### src/rtl/share_pkg.sv
// Shared types and constants for the four-share input splitter.
package share_pkg;

  typedef enum logic [2:0] {
    IDLE     = 3'd0,
    WAIT_RND = 3'd1,
    MASK2    = 3'd2,
    MASK3    = 3'd3,
    OUT      = 3'd4
  } split_state_t;

  localparam int unsigned NSHARES = 4;

endpackage

### src/rtl/share_mask_stage.sv
// One register stage that folds a single mask into the running masked secret.
module share_mask_stage #(
  parameter int unsigned N = 1
) (
  input  logic         clk,
  input  logic         rst,
  input  logic         en,
  input  logic         clr,
  input  logic [N-1:0] t_in,
  input  logic [N-1:0] mask,
  output logic [N-1:0] t_out
);

  logic [N-1:0] t_d;
  logic [N-1:0] t_q;

  always_comb begin
    t_d = t_q;
    if (clr) begin
      t_d = '0;
    end else if (en) begin
      t_d = t_in ^ mask;
    end
  end

  always_ff @(posedge clk) begin
    if (rst) begin
      t_q <= '0;
    end else begin
      t_q <= t_d;
    end
  end

  assign t_out = t_q;

endmodule

### src/rtl/share_split4.sv
// Splits an unmasked N-bit value into four XOR shares, adding one fresh mask per
// register stage so the plain value never meets more than one mask in a cycle.
module share_split4
  import share_pkg::*;
#(
  parameter int unsigned N = 1
) (
  input  logic           clk,
  input  logic           rst,
  input  logic           in_valid,
  output logic           in_ready,
  input  logic [N-1:0]   in_data,
  input  logic           rnd_valid,
  output logic           rnd_ready,
  input  logic [3*N-1:0] rnd,
  output logic           out_valid,
  input  logic           out_ready,
  output logic [N-1:0]   sh1,
  output logic [N-1:0]   sh2,
  output logic [N-1:0]   sh3,
  output logic [N-1:0]   sh4
);

  localparam int unsigned RW = (NSHARES - 1) * N;

  split_state_t state_q, state_d;

  logic [N-1:0]  d_q, d_d;
  logic [RW-1:0] r_q, r_d;
  logic [N-1:0]  sh1_q, sh1_d, sh2_q, sh2_d, sh3_q, sh3_d, sh4_q, sh4_d;
  logic [N-1:0]  r0_q, r1_q, r2_q;
  logic          in_hs, rnd_hs, out_hs;
  logic          t_en, t_clr;
  logic [N-1:0]  t_in, t_mask, t_q;

  assign r0_q   = r_q[N-1:0];
  assign r1_q   = r_q[2*N-1:N];
  assign r2_q   = r_q[3*N-1:2*N];
  assign in_hs  = in_valid & in_ready;
  assign rnd_hs = rnd_valid & rnd_ready;
  assign out_hs = out_valid & out_ready;

  // State register
  always_ff @(posedge clk) begin
    if (rst) begin
      state_q <= IDLE;
    end else begin
      state_q <= state_d;
    end
  end

  // Next-state logic
  always_comb begin
    state_d = state_q;
    case (state_q)
      IDLE:     if (in_hs)  state_d = WAIT_RND;
      WAIT_RND: if (rnd_hs) state_d = MASK2;
      MASK2:    state_d = MASK3;
      MASK3:    state_d = OUT;
      OUT:      if (out_hs) state_d = IDLE;
      default:  state_d = IDLE;
    endcase
  end

  // Handshake outputs decode the state flop only, never the partner's ready
  always_comb begin
    in_ready  = 1'b0;
    rnd_ready = 1'b0;
    out_valid = 1'b0;
    case (state_q)
      IDLE:     in_ready  = 1'b1;
      WAIT_RND: rnd_ready = 1'b1;
      OUT:      out_valid = 1'b1;
      default:  ;
    endcase
  end

  // Datapath: plain value is wiped the moment the first mask is applied
  always_comb begin
    d_d    = d_q;
    r_d    = r_q;
    sh1_d  = sh1_q;
    sh2_d  = sh2_q;
    sh3_d  = sh3_q;
    sh4_d  = sh4_q;
    t_en   = 1'b0;
    t_clr  = 1'b0;
    t_in   = '0;
    t_mask = '0;
    case (state_q)
      IDLE: begin
        if (in_hs) d_d = in_data;
      end
      WAIT_RND: begin
        if (rnd_hs) begin
          r_d    = rnd;
          d_d    = '0;
          t_en   = 1'b1;
          t_in   = d_q;
          t_mask = rnd[N-1:0];
        end
      end
      MASK2: begin
        t_en   = 1'b1;
        t_in   = t_q;
        t_mask = r1_q;
      end
      MASK3: begin
        sh1_d = r0_q;
        sh2_d = r1_q;
        sh3_d = r2_q;
        sh4_d = t_q ^ r2_q;
      end
      OUT: begin
        if (out_hs) begin
          r_d   = '0;
          t_clr = 1'b1;
          sh1_d = '0;
          sh2_d = '0;
          sh3_d = '0;
          sh4_d = '0;
        end
      end
      default: ;
    endcase
  end

  always_ff @(posedge clk) begin
    if (rst) begin
      d_q   <= '0;
      r_q   <= '0;
      sh1_q <= '0;
      sh2_q <= '0;
      sh3_q <= '0;
      sh4_q <= '0;
    end else begin
      d_q   <= d_d;
      r_q   <= r_d;
      sh1_q <= sh1_d;
      sh2_q <= sh2_d;
      sh3_q <= sh3_d;
      sh4_q <= sh4_d;
    end
  end

  share_mask_stage #(.N(N)) u_mask (
    .clk   (clk),
    .rst   (rst),
    .en    (t_en),
    .clr   (t_clr),
    .t_in  (t_in),
    .mask  (t_mask),
    .t_out (t_q)
  );

  assign sh1 = sh1_q;
  assign sh2 = sh2_q;
  assign sh3 = sh3_q;
  assign sh4 = sh4_q;

endmodule

### config.mk
export PLATFORM = sky130hd
export DESIGN_NAME = share_split4
export DESIGN_NICKNAME = d
export VERILOG_FILES = /design/src/rtl/share_pkg.sv /design/src/rtl/share_mask_stage.sv /design/src/rtl/share_split4.sv
export SDC_FILE = /design/constraint.sdc
export NUM_CORES = 1
export LEC_CHECK = 0
export ABC_CLOCK_PERIOD_IN_PS = 1600
export BUFFER_PORTS_ARGS = -buffer_cell sky130_fd_sc_hd__buf_2
export CAP_MARGIN = 25
export CORE_AREA = 3 3 40 42
export DETAILED_ROUTE_END_ITERATION = 12
export DIE_AREA = 0 0 43 45
export PLACE_DENSITY = 0.68
export SYNTH_ARGS = -nofsm -noshare
export SYNTH_HDL_FRONTEND = slang
export SYNTH_SLANG_ARGS = --single-unit
export TNS_END_PERCENT = 10
### constraint.sdc
create_clock -name clk -period 1.6 [get_ports clk]
set_input_delay 0.32 -clock clk [delete_from_list [all_inputs] [get_ports clk]]
set_output_delay 0.32 -clock clk [all_outputs]
set_load 0.03 [all_outputs]
---- Word-level counts from Yosys, hierarchy flattened ----
Cells that the tools add are included.
Widths: inputs -> output; s select.
storage, ports and cells
  logic and storage cells ................. 54
  register bits ........................... 12
  memories kept ........................... 0
  output and inout bits ................... 7
  bits in latches ......................... 0
  memory bits (read-only) ................. 0
  memory bits (writable) .................. 0
cells by class
  shifts and indexed selects .............. 0
  order comparisons ....................... 0
  bitwise logic cells ..................... 5
  reduce and logical (&&, ||, !) cells .... 9
  eq/ne operators ......................... 7
  multipliers ............................. 0
  $add $sub $neg .......................... 0
  div/mod/pow operators ................... 0
  muxes and demuxes ....................... 25
operators by type and width
  cell                count
  $pmux 1 s2          8
  $pmux 3 s5          1
  $mux 3              4
  $mux 1              11
  $reduce_and 3->1    3
  $eq 3x2->1 const B  2
  $ne 2x2->1 const B  3
  $pmux 3 s2          1
  $reduce_bool 2->1   3
  $and 1x1->1         3
  $eq 3x1->1 const B  1
  $eq 3x3->1 const B  1
  $logic_not 3->1     1
  $reduce_and 2->1    1
  $reduce_or 2->1     1
  $xor 1x1->1         2

---- Depth between registers and ports, before layout ----
  word-level depth ........................ 6
  depth in mapped cells ................... 6
  depth with buffers taken out ............ 4

---- Cells and area by module ----
A second synthesis with hierarchy kept.
second synthesis, totals
  cells, all modules ...................... 72
  area, all modules ....................... 628.1 um^2
by module, submodules not included
  module            times used  area each (um^2)  sequential area each (um^2)  cells an instance
  share_split4      1           580.6             220.2                        68
  share_mask_stage  1           47.5              20.0                         4

---- Least setup slack after synthesis ----
OpenSTA, ideal clock, no wires.
  path type ............................... register -> output
  start ................................... reg state_q[0]
  end ..................................... out out_valid
  cell stages (with the launch flop) ...... 3
  buffers on the path ..................... 1
  path slack .............................. 0.027 ns
  arrival ................................. 1.253 ns
  data required time ...................... 1.280 ns
  cells stage by stage .................... dfxtp_1 -> buf_2 -> nor3b_1
between the ends
  longest elaborated chain between the ends .. 2
RTL lines
  item                      line                source
  start: declaration        share_split4.sv:26  split_state_t state_q, state_d;
  start signal: assignment  share_split4.sv:48  state_q <= state_d;
  $eq 3x3->1                share_split4.sv:70  case (state_q)
  $mux 1                    share_split4.sv:70
  end: declaration          share_split4.sv:16  output logic out_valid,
No other way between the ends.

---- Worst setup path in the final report ----
  start ................................... reg state_q[1]
  end ..................................... out out_valid
The elaborated chain is that of the path after synthesis.

==> flow_summary.yaml <==
critical_path:
  crit_required_ps: 1280
  crit_top_cell: "buf_4"
  setup.worst_path.start_class: "flip-flop"
  end_kind: "output pin"
  crit_fanout: 8
  cp_top_family: "buffers and inverters"
  crit_type: "reg2out"
  crit_chain: "buf_4 -> nor3b_1 -> buf_4"
  crit_buf_inv: 2
  critical_path.slowest_cell: "dfxtp_1"
  max_stage_delay_ps: 350
  crit_arrival_ps: 1250
clock_tree:
  cts_made_buffers: 3
  tritoncts: "yes"
  path_clk_slew_ps: 80
  ctsResizeCount: 2
  cts_setup_buffers: 0
  cts-root-buf: "clkbuf_4"
  insertion_delay_ps: 270
  htreeDepth: 1
  clock_path_buffers: 2
  postCtsHoldBufs: 0
  cts_sinks: 12
floorplan:
  die_area_sq_um: 1940
  die_w_microns: 43
  rows: 13
  coreArea_sq_um: 1280
  initial_core_util_pct: 43.3
  die_h_microns: 45
  boundaryPins: 16
synth:
  syn_nets: 70
  syn_inst: 61
  synth.distinct_cells: 20
  synth_top_area_cell: "dfxtp_1"
  yosysWarnings: 0
  synth.area.top_cells: "dfxtp_1 43%, a22oi_1 11%, nor2_1 8.1%"
  avgSynthCellArea_sq_um: 9.13
  synth_top_family_by_area: "simple AND/OR/NAND/NOR gates"
  synthAdderAreaFrac_pct: 0
  synth_seq_cells: 12
  synth_compound_area_share_pct: 21.6
  syn_area_sq_um: 557
  synthSimpleGateAreaFrac_pct: 25.4
  synth.area.mux_share_pct: 1.80
  netlist.area_leader.share_pct: 43.1
  synth_xor_area_share_pct: 3.15
  ys_seq_area_share_pct: 43.1
cells_and_area:
  nets: 86
  syn2layout_area_growth_pct: 21.3
  num-fill-cells: 128
  num_antenna_cells: 0
  drive_gt1_share_pct: 34.2
  postLayoutCellArea_sq_um: 676
  final_util_pct: 52.6
route:
  vias_per_cell: 5.38
  drc: 0
  wl_microns: 1100
  dr.pass1.iters: 3
  dr_total_vias: 490
  ant_nets: 0
  post_drt_wl_per_cell_microns: 12.1
  initialDrtViolationCount: 7
hold_path:
  hp-class: "in2reg"
global_routing:
  antenna_found_initial: 0
  grt_max_degree: 13
  grt_pass1_wl_microns: 1900
  grt-ovfl-total: 0
  grt_use_total_pct: 13.2
  grt_pass1_vias: 421
timing:
  period_share_pct: 98.0
  report.final.setup_viol: 0
  fin_tns_setup_ps: 0
  tightestPinTransition_ps: 263
  drv_slew: 0
  hold_viol_final: 0
  period_minus_slack_ps: 1570
  max_freq_mhz: 637
  skew_ps: 2.86
  hold_ws_ps: 295
  rsz0062_at_grt: "yes"
  slew_headroom_pct: 82.4
pwr:
  p_clk_share_pct: 36.3
  p_per_area_nw_per_um2: 1000
  p_leak_nw: 0.287
  swShare_pct: 26.5
  internal_power_mw: 0.498
  p_seq_share_pct: 48.7
  pwr-share-comb_pct: 15.0
  ir_worst_vdd_v: 0.000581
  p_sw_mw: 0.180
flow_run:
  cap_viol_max_count: 0
place:
  port_buffers: 15
  gp_congestion: 0.708
  place_area_sq_um: 634
  hpwl_microns: 806
status:
  status: "finished, final reports clean"
[registers in the layout, summed over array words and instances (netlist names)]
name / count
r_q: 3
state_q: 3
sh3: 1
sh4: 1
sh2: 1
sh1: 1
u_mask.t_out: 1
d_q: 1
[cells in the final DEF (no fill, tap or decap), drive strengths merged, types with 3 or more instances in the layout]
master	count
a22oi	8
clkbuf	4
nor2	12
buf	16
nor3b	3
a21oi	3
dfxtp	12
[power by group through the flow]
| stage | logic [mW] | registers, mW | clock network (mW) |
|---|---|---|---|
| 2_1_floorplan | 0.0825 | 0.327 | 0 |
| 5_1_grt | 0.111 | 0.333 | 0.277 |
| 3_3_place_gp | 0.100 | 0.336 | 0 |
| 4_1_cts | 0.102 | 0.329 | 0.254 |
| 3_5_place_dp | 0.102 | 0.336 | 0 |
| 6_report | 0.101 | 0.330 | 0.246 |
[synth_stat cells]
cell type,instances
dfxtp_1,12
nor2_1,12
a22oi_1,8
buf_2,4
a21oi_1,3
nor3b_1,3
and3b_1,2
and4bb_2,2
nor2b_1,2
nor3_1,2
o31ai_1,2
a2111oi_2,1
clkbuf_1,1
inv_1,1
mux2i_1,1
nand4b_1,1
o21ai_0,1
o21ba_2,1
xnor2_1,1
xor2_1,1
[worst register-to-register path, delay by kind of cell, from the launching register on]
family          cells  cell delay (ps)
compound gates      2              540
simple gates        1              220
flops               1              390
xor+xnor            1              120
[per-stage QoR]
stage | instances | setup slack, ps | power, mW
floorplan | 61 | 27.1 | 0.409
global placement | 87 | 224 | 0.436
detailed placement | 87 | 167 | 0.438
CTS | 91 | 9.03 | 0.685
global route | 91 | -75.6 | 0.721
finish | 91 | 31.2 | 0.677
[cells by family after synthesis]
kind of cell	after synthesis
muxes	1
AOI/OAI and AO/OA	16
buffers and inverters	6
DFF	12
and+or+nand+nor	24
xor gates and xnor gates	2
[layout make-up]
type / instances / area [sq um] / share of cell area, %
multi-input combinational: 43 / 289 / 42.8
sequential: 12 / 243 / 35.9
timing repair buffer: 16 / 85.1 / 12.6
clock buffer: 4 / 36.3 / 5.37
tap: 15 / 18.8 / 2.78
inverter: 1 / 3.75 / 0.556
[final timing paths]
check / slack, ps / start / depth (start not counted) / end
setup / recovery: 30 / state_q[1] / 3 / out_valid
hold / removal: 290 / rnd[1] / 3 / r_q[1]
setup reg to reg: 230 / state_q[1] / 4 / u_mask.t_out
hold reg to reg: 480 / d_q / 2 / d_q
[per-layer routing]
layer  wire length [microns]  global-route usage, %  vias to the layer above
li1                        -                      -                      252
met2                     502                   19.2                       16
met4                       8                   3.61                        0
met3                      93                   7.57                        2
met5                       0                      0                        -
met1                     499                   16.7                      220
(Power assumes the default switching activity.)
